--- config.mk ---
export PLATFORM = sky130hd
export DESIGN_NAME = dmac_rd_req_arbiter
export DESIGN_NICKNAME = d
export VERILOG_FILES = /design/src/rtl/dmac_rd_req_arbiter.sv
export SDC_FILE = /design/constraint.sdc
export NUM_CORES = 1
export LEC_CHECK = 0
export BUFFER_PORTS_ARGS = -buffer_cell sky130_fd_sc_hd__buf_2
export CAP_MARGIN = 20
export CORE_AREA = 2 2 304 306
export DETAILED_ROUTE_END_ITERATION = 16
export DIE_AREA = 0 0 306 308
export SLEW_MARGIN = 20
export SYNTH_ARGS = -nofsm -noshare
export SYNTH_HDL_FRONTEND = slang
export SYNTH_SLANG_ARGS = --single-unit
--- constraint.sdc ---
create_clock -name clk -period 2.65 [get_ports clk]
set_input_delay 0.3975 -clock clk [delete_from_list [all_inputs] [get_ports clk]]
set_output_delay 0.3975 -clock clk [all_outputs]
set_load 0.005 [all_outputs]
--- src/rtl/dmac_rd_req_arbiter.sv ---
// rtl/dmac_rd_req_arbiter.sv - round-robin read burst request arbiter with in-order response routing
module dmac_rd_req_arbiter #(
   parameter int CHANNEL_COUNT      = 8,
   parameter int ADDR_WD            = 32,
   parameter int RD_MAX_OUTSTANDING = 8,
   localparam int CH_WD = (CHANNEL_COUNT > 1) ? $clog2(CHANNEL_COUNT) : 1
) (
   input  logic                         clk,
   input  logic                         rst_n,
   input  logic [CHANNEL_COUNT-1:0]     ch_req_valid,
   input  logic [CHANNEL_COUNT*ADDR_WD-1:0] ch_req_addr,
   input  logic [CHANNEL_COUNT*2-1:0]   ch_req_burst,
   input  logic [CHANNEL_COUNT*ADDR_WD-1:0] ch_req_length,
   input  logic [CHANNEL_COUNT*3-1:0]   ch_req_size,
   output logic [CHANNEL_COUNT-1:0]     ch_req_ack,
   output logic [ADDR_WD-1:0]           ch_req_next_addr,
   output logic [ADDR_WD-1:0]           ch_req_next_length,
   output logic                         ch_req_done,
   output logic [CHANNEL_COUNT-1:0]     ch_resp_valid,
   output logic                         m_req_valid,
   output logic [ADDR_WD-1:0]           m_req_addr,
   output logic [1:0]                   m_req_burst,
   output logic [ADDR_WD-1:0]           m_req_length,
   output logic [2:0]                   m_req_size,
   input  logic                         m_req_ack,
   input  logic [ADDR_WD-1:0]           m_req_next_addr,
   input  logic [ADDR_WD-1:0]           m_req_next_length,
   input  logic                         m_req_done,
   input  logic                         m_resp_last,
   output logic [CH_WD-1:0]             grant_idx,
   output logic                         resp_underflow
);
   localparam int PTR_WD = (RD_MAX_OUTSTANDING > 1) ? $clog2(RD_MAX_OUTSTANDING) : 1;
   localparam int CNT_WD = $clog2(RD_MAX_OUTSTANDING + 1);

   typedef enum logic {S_IDLE, S_GRANT} state_t;

   state_t            state;
   logic [CH_WD-1:0]  rr_ptr;
   logic [CH_WD-1:0]  sel_idx;
   logic [CH_WD-1:0]  cand;
   logic              sel_found;
   logic              granted;
   logic              accept;
   logic              pop;
   logic              fifo_full;
   logic              fifo_empty;
   logic [CH_WD-1:0]  fifo_mem [RD_MAX_OUTSTANDING];
   logic [CH_WD-1:0]  fifo_head;
   logic [PTR_WD-1:0] wr_ptr;
   logic [PTR_WD-1:0] rd_ptr;
   logic [CNT_WD-1:0] fifo_cnt;

   // Scan downwards so the channel closest to rr_ptr overwrites any later one.
   always_comb begin
      sel_found = 1'b0;
      sel_idx   = '0;
      cand      = '0;
      for (int k = CHANNEL_COUNT - 1; k >= 0; k--) begin
         cand = CH_WD'((int'(rr_ptr) + k) % CHANNEL_COUNT);
         if (ch_req_valid[cand]) begin
            sel_found = 1'b1;
            sel_idx   = cand;
         end
      end
   end

   assign granted    = (state == S_GRANT);
   assign fifo_full  = (fifo_cnt == CNT_WD'(RD_MAX_OUTSTANDING));
   assign fifo_empty = (fifo_cnt == '0);
   assign fifo_head  = fifo_mem[rd_ptr];

   assign m_req_valid  = granted && ch_req_valid[grant_idx] && !fifo_full;
   assign accept       = m_req_valid && m_req_ack;
   assign pop          = m_resp_last && !fifo_empty;

   assign m_req_addr   = granted ? ch_req_addr[int'(grant_idx)*ADDR_WD +: ADDR_WD] : '0;
   assign m_req_length = granted ? ch_req_length[int'(grant_idx)*ADDR_WD +: ADDR_WD] : '0;
   assign m_req_burst  = granted ? ch_req_burst[int'(grant_idx)*2 +: 2] : '0;
   assign m_req_size   = granted ? ch_req_size[int'(grant_idx)*3 +: 3] : '0;

   assign ch_req_ack         = accept ? (CHANNEL_COUNT'(1) << grant_idx) : '0;
   assign ch_resp_valid      = pop ? (CHANNEL_COUNT'(1) << fifo_head) : '0;
   assign ch_req_next_addr   = m_req_next_addr;
   assign ch_req_next_length = m_req_next_length;
   assign ch_req_done        = m_req_done;

   always_ff @(posedge clk or negedge rst_n) begin
      if (!rst_n) begin
         state     <= S_IDLE;
         grant_idx <= '0;
         rr_ptr    <= '0;
      end else begin
         case (state)
            S_IDLE: begin
               if (sel_found) begin
                  grant_idx <= sel_idx;
                  state     <= S_GRANT;
               end
            end
            S_GRANT: begin
               if (accept) begin
                  rr_ptr <= (grant_idx == CH_WD'(CHANNEL_COUNT - 1)) ? '0 : grant_idx + 1'b1;
                  state  <= S_IDLE;
               end else if (!ch_req_valid[grant_idx]) begin
                  state <= S_IDLE;
               end
            end
         endcase
      end
   end

   always_ff @(posedge clk) begin
      if (accept) begin
         fifo_mem[wr_ptr] <= grant_idx;
      end
   end

   // Pointers wrap explicitly so non-power-of-two depths stay in range.
   always_ff @(posedge clk or negedge rst_n) begin
      if (!rst_n) begin
         wr_ptr         <= '0;
         rd_ptr         <= '0;
         fifo_cnt       <= '0;
         resp_underflow <= 1'b0;
      end else begin
         if (accept) begin
            wr_ptr <= (wr_ptr == PTR_WD'(RD_MAX_OUTSTANDING - 1)) ? '0 : wr_ptr + 1'b1;
         end
         if (pop) begin
            rd_ptr <= (rd_ptr == PTR_WD'(RD_MAX_OUTSTANDING - 1)) ? '0 : rd_ptr + 1'b1;
         end
         case ({accept, pop})
            2'b10:   fifo_cnt <= fifo_cnt + 1'b1;
            2'b01:   fifo_cnt <= fifo_cnt - 1'b1;
            default: fifo_cnt <= fifo_cnt;
         endcase
         if (m_resp_last && fifo_empty) begin
            resp_underflow <= 1'b1;
         end
      end
   end
endmodule

==> Word level (Yosys, flattened, before mapping) <==
Memories as Yosys holds them, arrays and structs flattened.
Index checks and enable logic that the tools add are counted.
{ "word_totals": {"regBits": 18, "ram_bits": 24, "inputBits": 629, "out_inout_bits": 155, "mem_count": 1} }
{ "mem_list": {"columns": ["name", "depth", "width", "read_ports", "rd_ports_with_merged_regs", "write_ports", "line_no", "rtl"], "rows": [
  ["fifo_mem", 8, 3, 1, 0, 1, "48", "logic [CH_WD-1:0] fifo_mem [RD_MAX_OUTSTANDING];"]
]} }
{ "classes": {"add_sub_neg": 12, "n_mul": 1, "order_cmp": 9, "n_eq_ne": 6, "shift": 6, "n_mux": 50, "bitwise_logic": 1, "n_reduce_logical": 11} }
{ "ops": {"columns": ["operator", "n"], "rows": [
  ["indexed part select 256 x 9 -> 32 bit", 2],
  ["2-to-1 mux 32 bit", 2],
  ["less-than comparator 3 x 4 -> 1 bit, second input constant", 9],
  ["2-to-1 mux 3 bit", 12],
  ["binary-select mux 1 bit (select 3 bit)", 9],
  ["indexed part select 24 x 6 -> 3 bit", 1],
  ["2-to-1 mux 1 bit", 22],
  ["2-to-1 mux 8 bit", 2],
  ["indexed part select 16 x 5 -> 2 bit", 1],
  ["<< shifter 1 x 3 -> 8 bit, first input constant", 2],
  ["adder 3 x 1 -> 3 bit, second input constant", 4],
  ["adder 3 bit, second input constant", 4],
  ["== test 3 bit, second input constant", 3],
  ["one-hot mux 4 bit (2 select lines)", 1],
  ["adder 3 x 2 -> 3 bit, second input constant", 2],
  ["logical AND 1 bit", 5],
  ["multiplier 3 x 2 -> 5 bit, second input constant", 1],
  ["adder 4 x 1 -> 4 bit, second input constant", 1],
  ["== test 4 bit, second input constant", 1],
  ["zero test 4 bit", 1],
  ["AND reduction 2 bit", 2],
  ["subtractor 4 x 1 -> 4 bit, second input constant", 1],
  ["== test 2 x 1 -> 1 bit, second input constant", 1],
  ["== test 2 bit, second input constant", 1],
  ["5 further kinds", 6]
]} }

==> Logic depth before layout (Yosys ltp) <==
Gate-level depths: netlist of run 1.
{ "logic_depth": {"word_depth": 13, "mapped_depth": 13, "ltp_nobuf": 12} }

==> Worst setup path after synthesis of run 1 <==
OpenSTA, ideal clock, no wires.
{ "synth_timing": {"kind": "register -> register", "startpoint": "register grant_idx[0]", "endpoint": "register fifo_cnt[2]", "t_arrival_ns": 2.898, "required_ns": 2.524, "setup_slack_ns": -0.374, "stages_incl_launch_ff": 14, "synth_period_minus_slack_ns": 3.024, "path_cell_list": "dfrtp_1 -> buf_2 -> mux4_2 -> mux2_2 -> and3_1 -> and2_4 -> inv_2 -> ha_1 -> xor2_1 -> ha_1 -> a21oi_1 -> xor2_1 -> nor2_1 -> xor2_1"} }
{ "synth_via": {"elab_chain_cells": 7} }
{ "synth_rtl": {"columns": ["item", "line_no", "rtl"], "rows": [
  ["from (decl)", "30", "output logic [CH_WD-1:0] grant_idx,"],
  ["from (signal assigned)", "97", "grant_idx <= sel_idx;"],
  ["binary-select mux 1 bit (select 3 bit) (*)", "73", "assign m_req_valid = granted && ch_req_valid[grant_idx] && !fifo_full;"],
  ["2-to-1 mux 1 bit (not written as such) (*)", "73", null],
  ["logical AND 1 bit (*) (2 in series)", "73", null],
  ["named net m_req_valid", "20", "output logic m_req_valid,"],
  ["logical AND 1 bit (*)", "74", "assign accept = m_req_valid && m_req_ack;"],
  ["== test 2 x 1 -> 1 bit / == test 2 bit (equally long branches)", "133", "case ({accept, pop})"],
  ["one-hot mux 4 bit (2 select lines) / nonzero test 2 bit (equally long branches)", null, null],
  ["to (signal assigned)", "134", "2'b10: fifo_cnt <= fifo_cnt + 1'b1;"],
  ["to (signal assigned)", "135", "2'b01: fifo_cnt <= fifo_cnt - 1'b1;"],
  ["to (signal assigned)", "136", "default: fifo_cnt <= fifo_cnt;"],
  ["to (decl)", "52", "logic [CNT_WD-1:0] fifo_cnt;"]
]} }
Mark *: on every way through the listed nets, which the timed path passes. The rest lies on a longest branch. The select of a mux whose other input is x is not followed.
A chain may end at the register's enable or synchronous reset.

==> Worst setup path in the final report of run 1 <==
{ "layout_timing": {"startpoint": "register grant_idx[0]", "endpoint": "output ch_req_ack[5]"} }
{ "layout_via": {"elab_chain_cells": 6} }
{ "layout_rtl": {"columns": ["item", "line_no", "rtl"], "rows": [
  ["binary-select mux 1 bit (select 3 bit)", "73", null],
  ["2-to-1 mux 1 bit (not written as such)", "73", null],
  ["logical AND 1 bit (2 in series)", "73", null],
  ["logical AND 1 bit", "74", null],
  ["2-to-1 mux 8 bit (*)", "82", "assign ch_req_ack = accept ? (CHANNEL_COUNT'(1) << grant_idx) : '0;"],
  ["to (decl)", "15", "output logic [CHANNEL_COUNT-1:0] ch_req_ack,"]
]} }
Mark *: on every way between the ends. The rest lies on a longest branch, timed or not. The select of a mux whose other input is x is not followed.

==> flow_summary.json, run 1 <==
{
  "routed_wl_mm": 55.82,
  "die_x_um": 306,
  "synth_top_family_by_area": "multiplexers",
  "start_util_pct": 8.679,
  "tritoncts": "built",
  "antenna_left": 0,
  "synth_simple_gate_area_share_pct": 12.63,
  "start_kind": "flop",
  "stdcell_area_sq_um": 12860,
  "layout_common_cells": "buf_2, nand2_1, mux4_2, a21boi_0, buf_4",
  "grt_pass1_vias": 9187,
  "die_area_sq_um": 94250,
  "grtUsageTotal_pct": 11.10,
  "arrival_ns": 2.38,
  "synth_seq_cells": 42,
  "cts_buffer_depth": 2,
  "slew_headroom_pct": 60.43,
  "rsz0062_at_grt": "yes",
  "place_area_sq_um": 12350,
  "switchingPower_mw": 6.007,
  "fin_ws_ns": -0.1244,
  "avgSynthCellArea_sq_um": 10.73,
  "hold_path.class": "in -> async",
  "io_pins": 784,
  "vias": 9305,
  "fin_nets": 1973,
  "drtPass1Iterations": 7,
  "postCtsHoldBufs": 0,
  "synthesis.area_sq_um": 7895,
  "p_leak_nw": 5.598,
  "finalCritPeriodShare_pct": 104.7,
  "gp_congestion": 0.9365,
  "synth.area.top_cells": "mux4_2, edfxtp_1, nand2_1, a21boi_0, buf_4",
  "viasPerCell": 3.672,
  "fin_skew_ns": 0.006103,
  "synthAdderAreaFrac_pct": 2.377,
  "crit_fanout": 8,
  "tightestPinTransition_ns": 0.5936,
  "cts_made_buffers": 5,
  "path_class": "reg -> out",
  "drt_iter0_markers": 456,
  "pwr-share-comb_pct": 85.3,
  "syn_nets": 1380,
  "setup_viol": 12,
  "synth_cells": 736,
  "clk_latency_ns": 0.30,
  "clock.fmax_mhz": 360.4,
  "cts_root_buf": "clkbuf_16",
  "violations": "setup timing",
  "row_count": 111,
  "coreArea_sq_um": 90970,
  "fin_crit_ns": 2.774,
  "synth_xor_area_share_pct": 0.9826,
  "grt_overflow": 0,
  "yosysSeqAreaShare_pct": 14.83,
  "cp-end-kind": "primary output",
  "dp.final_hpwl_mm": 48.29,
  "vdd_drop_max_v": 0.0005379,
  "io_buffers": 653,
  "synth_edf_count": 24,
  "muxShareOfSynthArea_pct": 47.96,
  "synth.top_cell.area_share_pct": 43.65,
  "clkSinkCount": 42,
  "final_common_cell": "buf_2",
  "status": "finished with violations",
  "hold_violations": 0,
  "power.density_nw_per_um2": 963.7,
  "pre_cts_slack_ns": -0.02267,
  "synth.largest_area_cell": "mux4_2",
  "syn2layout_area_growth_pct": 62.87,
  "fill_cells": 10350,
  "power_frac_seq_pct": 9.4,
  "grt_max_degree": 84,
  "max-cap-violations": 0,
  "synthArstFlopShare_pct": 42.86,
  "cts_max_level": 2,
  "die_h_um": 308,
  "wire_per_inst_um": 22.03,
  "grt_pass1_wl_mm": 72.87,
  "clk_pin_slew_ns": 0.07,
  "p_sw_share_pct": 48.47,
  "maxSlewViolCount": 0,
  "crit_required_ns": 2.25,
  "p_int_mw": 6.385,
  "clkPwrFrac_pct": 5.3,
  "synth_compound_area_share_pct": 10.32,
  "drive_gt1_share_pct": 69.25,
  "netlist-cell-type-count": 51,
  "antenna_found_initial": 56,
  "remaining_drc_errors": 0,
  "ys.flop_type": "edfxtp_1",
  "yosys_warnings": 0
}
==> worst max-delay path, stage by stage (launching register included) <==
cell and delay (ns):
dfrtp_4 0.47, mux4_2 0.52, mux2_4 0.31, and3_4 0.16
and2_4 0.16, buf_12 0.15, and3_4 0.19, buf_6 0.11
==> layout make-up <==
class                           instances  area [sq um]  share of cell area, %
Multi-Input combinational cell        550          5941                  46.20
Tap cell                             1186          1484                  11.54
Clock buffer                            5         125.1                 0.9730
Timing Repair Buffer                  719          3999                  31.10
Clock inverter                          3         28.78                 0.2238
Inverter                               11         48.80                 0.3795
Sequential cell                        42          1187                  9.234
Antenna cell                           18         45.04                 0.3503
==> stage by stage <==
stage	hold WS [ns]	std cells	total power [mW]	utilization [%]	TNS [ns]
final	0.05744	2534	12.39	14.14	-0.9012
after detailed placement	0.3946	2494	11.34	13.57	-0.04498
after floorplan	0.1019	736	7.445	-	-0.1243
after CTS	0.06200	2506	12.31	13.90	-2.097
after global routing	0.07091	2531	13.39	14.13	-2.358
after global placement	0.3943	2494	11.26	13.57	-0.06777
==> timing repair <==
item / CTS / global route
endpoints found under the setup margin: 60 / 67
pin swaps: 2 / 6
buffers inserted: 2 / 9
gates cloned: 2 / 1
hold endpoints to repair: 0 / 0
resized for setup: 14 / 20
==> state kept, by name, summed over array words and instances (netlist names) <==
| register | flops |
|---|---|
| fifo_mem | 24 |
| rr_ptr | 3 |
| wr_ptr | 3 |
| rd_ptr | 3 |
| fifo_cnt | 4 |
| granted | 1 |
| grant_idx | 3 |
| resp_underflow | 1 |
==> final timing paths <==
| kind | from | endpoint | slack (ns) | cells after the start |
|---|---|---|---|---|
| min in group clk | m_resp_last | resp_underflow | 0.32 | 2 |
| setup / recovery | grant_idx[0] | ch_req_ack[5] | -0.12 | 7 |
| hold / removal | rst_n | wr_ptr[1] | 0.06 | 1 |
| hold reg to reg | resp_underflow | resp_underflow | 0.47 | 1 |
| max in group asynchronous | rst_n | granted | 2.21 | 1 |
| setup reg to reg | grant_idx[0] | fifo_cnt[3] | -0.08 | 13 |
==> routing by layer <==
| layer | up-vias | track usage (%) | routed length, um |
|---|---|---|---|
| met5 | - | 0 | 342 |
| met4 | 54 | 4.101 | 2053 |
| met3 | 156 | 6.294 | 7577 |
| met2 | 566 | 17.21 | 24840 |
| met1 | 4546 | 12.66 | 21010 |
| li1 | 3983 | - | - |
==> logic make-up after synthesis <==
family	Yosys count
xor+xnor	8
buf+inv	144
flops	42
compound gates	111
mux	176
simple gates	240
fa+ha+maj	15
==> cell usage after synthesis (all sizes together) (3+ instances only) <==
library cell and number:
nand2 170, mux4 157, buf 90, a21boi 70, clkbuf 43, nor2 25, edfxtp 24, dfrtp 18
ha 15, nor3 13, a21oi 12, inv 11, mux2 10, and3 9, mux2i 9, o21ai 9
nand2b 7, nor4 4, xnor2 4, xor2 4, a21o 3, a221oi 3, nand3 3, nor2b 3
==> power groups by stage <==
stage	registers [mW]	clock network, mW	logic (mW)
CTS	1.16	0.691	10.5
detailed placement	1.16	0	10.2
global route	1.19	0.716	11.5
floorplan	1.05	0	6.40
global placement	1.16	0	10.1
finish	1.16	0.659	10.6
Note: power is estimated with default switching activity, not from simulation.
==> inputs of run 2 (changes only) <==
==> constraint.sdc (replaced) <==
create_clock -name clk -period 2.65 [get_ports clk]
set_input_delay 0.265 -clock clk [delete_from_list [all_inputs] [get_ports clk]]
set_output_delay 0.265 -clock clk [all_outputs]
set_load 0.005 [all_outputs]
==> flow_summary.json, run 2 (same netlist as run 1, synthesis figures left out) <==
{
  "status": "complete, no violations",
  "instances_no_fill": 2523,
  "cp-end-kind": "primary output",
  "clock.fmax_mhz": 379.9,
  "hold_path.class": "in -> reg",
  "drive_gt1_share_pct": 69.64,
  "die_area_sq_um": 94250,
  "tritoncts": "built",
  "path_class": "reg -> out",
  "reg.largest.list": "fifo_mem x24, fifo_cnt x4",
  "layout_common_cells": "buf_2, nand2_1, mux4_2, a21boi_0, buf_4",
  "largest_register_ffs": 24,
  "clk_pin_slew_ns": 0.07,
  "fill_cells": 10340,
  "cts_root_buf": "clkbuf_16",
  "cts_made_buffers": 5,
  "cts_max_level": 2,
  "vias": 9244,
  "regMostFlops": "fifo_mem",
  "antenna_left": 0,
  "power.density_nw_per_um2": 986.4,
  "grt_pass1_wl_mm": 74.22,
  "finalCritPeriodShare_pct": 99.33,
  "fin_skew_ns": 0.004351,
  "tightestPinTransition_ns": 0.6036,
  "finish.utilization_pct": 14.24,
  "viasPerCell": 3.664,
  "crit_required_ns": 2.38,
  "routed_wl_mm": 57.86,
  "coreArea_sq_um": 90970,
  "p_leak_nw": 5.657,
  "die_h_um": 308,
  "slew_headroom_pct": 59.76,
  "dp.final_hpwl_mm": 48.87,
  "cts_buffer_depth": 2,
  "start_kind": "flop",
  "grt_pass1_vias": 9205,
  "gp_congestion": 0.9340,
  "die_x_um": 306,
  "remaining_drc_errors": 0,
  "grt_overflow": 0,
  "vdd_drop_max_v": 0.0006604,
  "io_pins": 784,
  "clk_latency_ns": 0.29,
  "hold_violations": 0,
  "drt_iter0_markers": 593,
  "maxSlewViolCount": 0,
  "row_count": 111,
  "antenna_found_initial": 56,
  "max-cap-violations": 0,
  "grtUsageTotal_pct": 11.34,
  "setup_viol": 0,
  "final_common_cell": "buf_2",
  "grt_max_degree": 84,
  "drtPass1Iterations": 5,
  "io_buffers": 653,
  "start_util_pct": 8.679,
  "fin_crit_ns": 2.632,
  "clkSinkCount": 42,
  "rsz0062_at_grt": "yes",
  "fin_nets": 1967,
  "syn2layout_area_growth_pct": 64.09,
  "arrival_ns": 2.37,
  "wire_per_inst_um": 22.93,
  "post-place-cells": 2484,
  "crit_fanout": 12
}
==> run 2: cell count changes in the layout (fill, tap and decap cells not counted), sizes merged <==
cell and delta:
diode -5, inv -1, clkbuf +4, dlygate4sd3 +1, buf -13, bufbuf +2, clkinv +1
==> run 2: layer usage <==
layer	share of wire, %	vias to the layer above	GRT usage (%)
met5	0.65	-	0
met4	4.3	58	3.998
met3	14	172	6.377
met2	44	607	17.85
met1	37	4440	12.83
li1	-	3967	-
==> run 2: critical path: stages, from the launching register on <==
cell and delay, ns:
dfrtp_4 0.45, buf_4 0.13, buf_12 0.15, buf_16 0.18
buf_12 0.18, mux4_2 0.55, nand2_1 0.09, a21boi_0 0.09
buf_2 0.20
==> run 2: layout make-up <==
type / instances / area [sq um] / area share (%)
Antenna cell: 13 / 32.53 / 0.2511
Multi-Input combinational cell: 550 / 5962 / 46.02
Timing Repair Buffer: 713 / 4086 / 31.54
Clock inverter: 3 / 28.78 / 0.2221
Sequential cell: 42 / 1187 / 9.166
Inverter: 11 / 48.80 / 0.3767
Clock buffer: 5 / 125.1 / 0.9658
Tap cell: 1186 / 1484 / 11.45
==> run 2: what timing repair did <==
action / in CTS / in global routing
setup endpoints to repair: 30 / 32
endpoints found under the hold margin: 18 / 0
hold buffers: 1 / 0
gates cloned: 3 / 4
gates resized for setup: 24 / 52
setup buffers: 2 / 8
pin swaps: 5 / 5
==> run 2: worst paths after layout <==
kind | startpoint | endpoint | slack [ns] | cells after the start
max | grant_idx[0] | m_req_addr[8] | 0.02 | 8
min | m_resp_last | resp_underflow | 0.19 | 2
max reg2reg | grant_idx[0] | fifo_cnt[2] | 0.02 | 12
min reg2reg | resp_underflow | resp_underflow | 0.45 | 1
max in group asynchronous | rst_n | grant_idx[0] | 1.79 | 2
min in group asynchronous | rst_n | wr_ptr[0] | 0.48 | 2
==> run 2: per-stage QoR <==
step | hold slack, ns | TNS [ns] | setup WS [ns] | cell area, sq um | total power, mW
final | 0.1900 | 0 | 0.01766 | 12950 | 12.78
after detailed placement | 0.2560 | -0.04855 | -0.04824 | 12280 | 11.33
after CTS | 0.1782 | -0.1127 | -0.03791 | 12640 | 12.45
after floorplan | -0.03059 | -0.1243 | -0.06573 | 7926 | 7.445
after global routing | 0.2010 | -0.7807 | -0.1084 | 12940 | 13.77
after global placement | 0.2532 | -0.03328 | -0.02094 | 12280 | 11.23
==> run 2: report_power, final <==
| part | switching (mW) | internal (mW) | leakage, nW |
|---|---|---|---|
| Sequential | 0.255 | 0.926 | 0.431 |
| Clock | 0.295 | 0.362 | 0.0764 |
| Combinational | 5.64 | 5.30 | 5.15 |
==> inputs of run 3 (changes only) <==
==> constraint.sdc (replaced) <==
create_clock -name clk -period 2.65 [get_ports clk]
set_input_delay 0.265 -clock clk [delete_from_list [all_inputs] [get_ports clk]]
set_output_delay 0.265 -clock clk [all_outputs]
set_load 0.1 [all_outputs]
==> flow_summary.json, run 3 (same netlist as run 1, synthesis figures left out) <==
{
  "power_frac_seq_pct": 5.4,
  "remaining_drc_errors": 0,
  "io_buffers": 653,
  "drt_iter0_markers": 687,
  "drive_gt1_share_pct": 74.94,
  "syn2layout_area_growth_pct": 85.66,
  "vias": 9309,
  "clk_latency_ns": 0.29,
  "whs_ns": 0.1901,
  "max-cap-violations": 0,
  "p_leak_nw": 6.184,
  "fin_ws_ns": -0.007457,
  "instances_no_fill": 2519,
  "hold_path.class": "in -> reg",
  "post-place-cells": 2474,
  "p_int_mw": 9.294,
  "fin_nets": 1952,
  "grt_pass1_vias": 9143,
  "layout_common_cells": "buf_2, nand2_1, mux4_2, buf_12, a21boi_4",
  "row_count": 111,
  "dp.final_hpwl_mm": 49.02,
  "coreArea_sq_um": 90970,
  "rsz0062_at_grt": "yes",
  "cts_made_buffers": 5,
  "fin_crit_ns": 2.657,
  "die_x_um": 306,
  "arrival_ns": 2.83,
  "vdd_drop_max_v": 0.001047,
  "gr-usage-met3_pct": 6.061,
  "start_util_pct": 8.679,
  "critPathMaxStageDelay_ns": 0.52,
  "path_class": "reg -> reg",
  "pre_cts_slack_ns": -0.007236,
  "setup_viol": 1,
  "slew_headroom_pct": 57.79,
  "cp_slowest_cell": "mux4_2",
  "clkSinkCount": 42,
  "final_common_cell": "buf_2",
  "crit_fanout": 5,
  "grt_util_met1_pct": 13.38,
  "tightestPinTransition_ns": 0.6331,
  "switchingPower_mw": 12.38,
  "tritoncts": "built",
  "clk_pin_slew_ns": 0.06,
  "grt_max_degree": 84,
  "wire_per_inst_um": 22.78,
  "pwr-share-comb_pct": 91.7,
  "multi_input_area_sq_um": 6728,
  "start_kind": "flop",
  "status": "finished with violations",
  "antenna_found_initial": 73,
  "cts_max_level": 2,
  "finalCritPeriodShare_pct": 100.3,
  "die_area_sq_um": 94250,
  "place_area_sq_um": 14220,
  "regArea_sq_um": 1187,
  "drtPass1Iterations": 5,
  "clkPwrFrac_pct": 2.9,
  "largest_register_ffs": 24,
  "critPathMostFrequentCell": "xor2_1",
  "fin_skew_ns": 0.005134,
  "crit_required_ns": 2.82,
  "stdcell_area_sq_um": 14660,
  "cts_root_buf": "clkbuf_16",
  "maxSlewViolCount": 0,
  "cp-end-kind": "flop",
  "grt_pass1_wl_mm": 74.47,
  "die_h_um": 308,
  "p_sw_share_pct": 57.12,
  "hold_violations": 0,
  "total_power_mw": 21.67,
  "io_pins": 784,
  "violations": "setup timing",
  "grtUsageTotal_pct": 11.42,
  "antenna_left": 0,
  "tns_ns": -0.007457,
  "grt_overflow": 0,
  "cts_buffer_depth": 2,
  "fill_cells": 10130,
  "finish.utilization_pct": 16.11,
  "clock.fmax_mhz": 376.3,
  "regMostFlops": "fifo_mem",
  "power.density_nw_per_um2": 1479,
  "routed_wl_mm": 57.38,
  "reg.largest.list": "fifo_mem x24, fifo_cnt x4",
  "gp_congestion": 1.014,
  "viasPerCell": 3.696,
  "cp_cell_sequence": "mux4_2 -> mux2_4 -> and3_4 -> and2_4 -> inv_6 -> ha_4 -> xor2_2 -> ha_2 -> a21oi_2 -> xor2_1 -> nor2_1 -> xor2_1",
  "top_usage_layer": "met2",
  "grtUsageMet2_pct": 17.44
}
==> run 3: cell types whose count changed in the layout (fill, tap and decap cells not counted), moves of 4 or more <==
cell,change
a21boi_0,-53
a21boi_1,-12
a21boi_4,+68
and3_1,-8
and3_4,+6
buf_12,+77
buf_2,-75
buf_4,-10
clkbuf_16,-4
diode_2,+11
nand2_1,+8
nand2_4,-5
nor2_1,-9
nor2_2,+8
==> run 3: metal layers <==
metal | wire length [um] | share of wire (%)
met5 | 354 | 0.62
met4 | 2575 | 4.5
met3 | 7912 | 14
met2 | 25220 | 44
met1 | 21320 | 37
==> run 3: area by class of cell <==
class / instances / share of cell area, %
Clock inverter: 3 / 0.1793
Multi-Input combinational cell: 550 / 45.90
Antenna cell: 24 / 0.4097
Clock buffer: 5 / 0.8536
Tap cell: 1186 / 10.12
Timing Repair Buffer: 698 / 34.10
Sequential cell: 42 / 8.101
Inverter: 11 / 0.3329
==> run 3: worst max-delay path: cells and delay by family, from the launching register on <==
family,cells,cell delay [ns]
adder cells (fa/ha/maj),2,0.32
AND/OR/NAND/NOR,3,0.40
multiplexers,2,0.80
flip-flops,1,0.47
XOR/XNOR,3,0.37
AO/OA/AOI/OAI,1,0.11
buffers and inverters,1,0.07
==> run 3: what timing repair did <==
action                     in CTS  in global routing
setup buffers                   7                  3
pin swaps                       1                  1
setup endpoints to repair      66                 24
hold endpoints to repair       18                  0
resized for setup              13                 11
cloned                          2                  0
hold buffers                    1                  0
==> run 3: worst paths after layout <==
path                                      from        endpoint  slack (ns)  cells after the start
worst max-delay path              grant_idx[0]     fifo_cnt[2]      -0.007                     12
worst min-delay path               m_resp_last  resp_underflow        0.19                      2
worst max register to register    grant_idx[0]     fifo_cnt[2]      -0.007                     12
worst min register to register  resp_underflow  resp_underflow        0.46                      1
max in group asynchronous                rst_n         granted        1.84                      2
min in group asynchronous                rst_n     fifo_cnt[3]        0.47                      2
==> run 3: power groups by stage <==
stage                     Clock [mW]  Sequential (mW)  Combinational, mW
after floorplan                    0             1.25               13.9
after global placement             0             1.17               19.5
after detailed placement           0             1.18               19.6
after CTS                      0.646             1.17               20.0
after global routing           0.670             1.20               20.8
final                          0.628             1.17               19.9
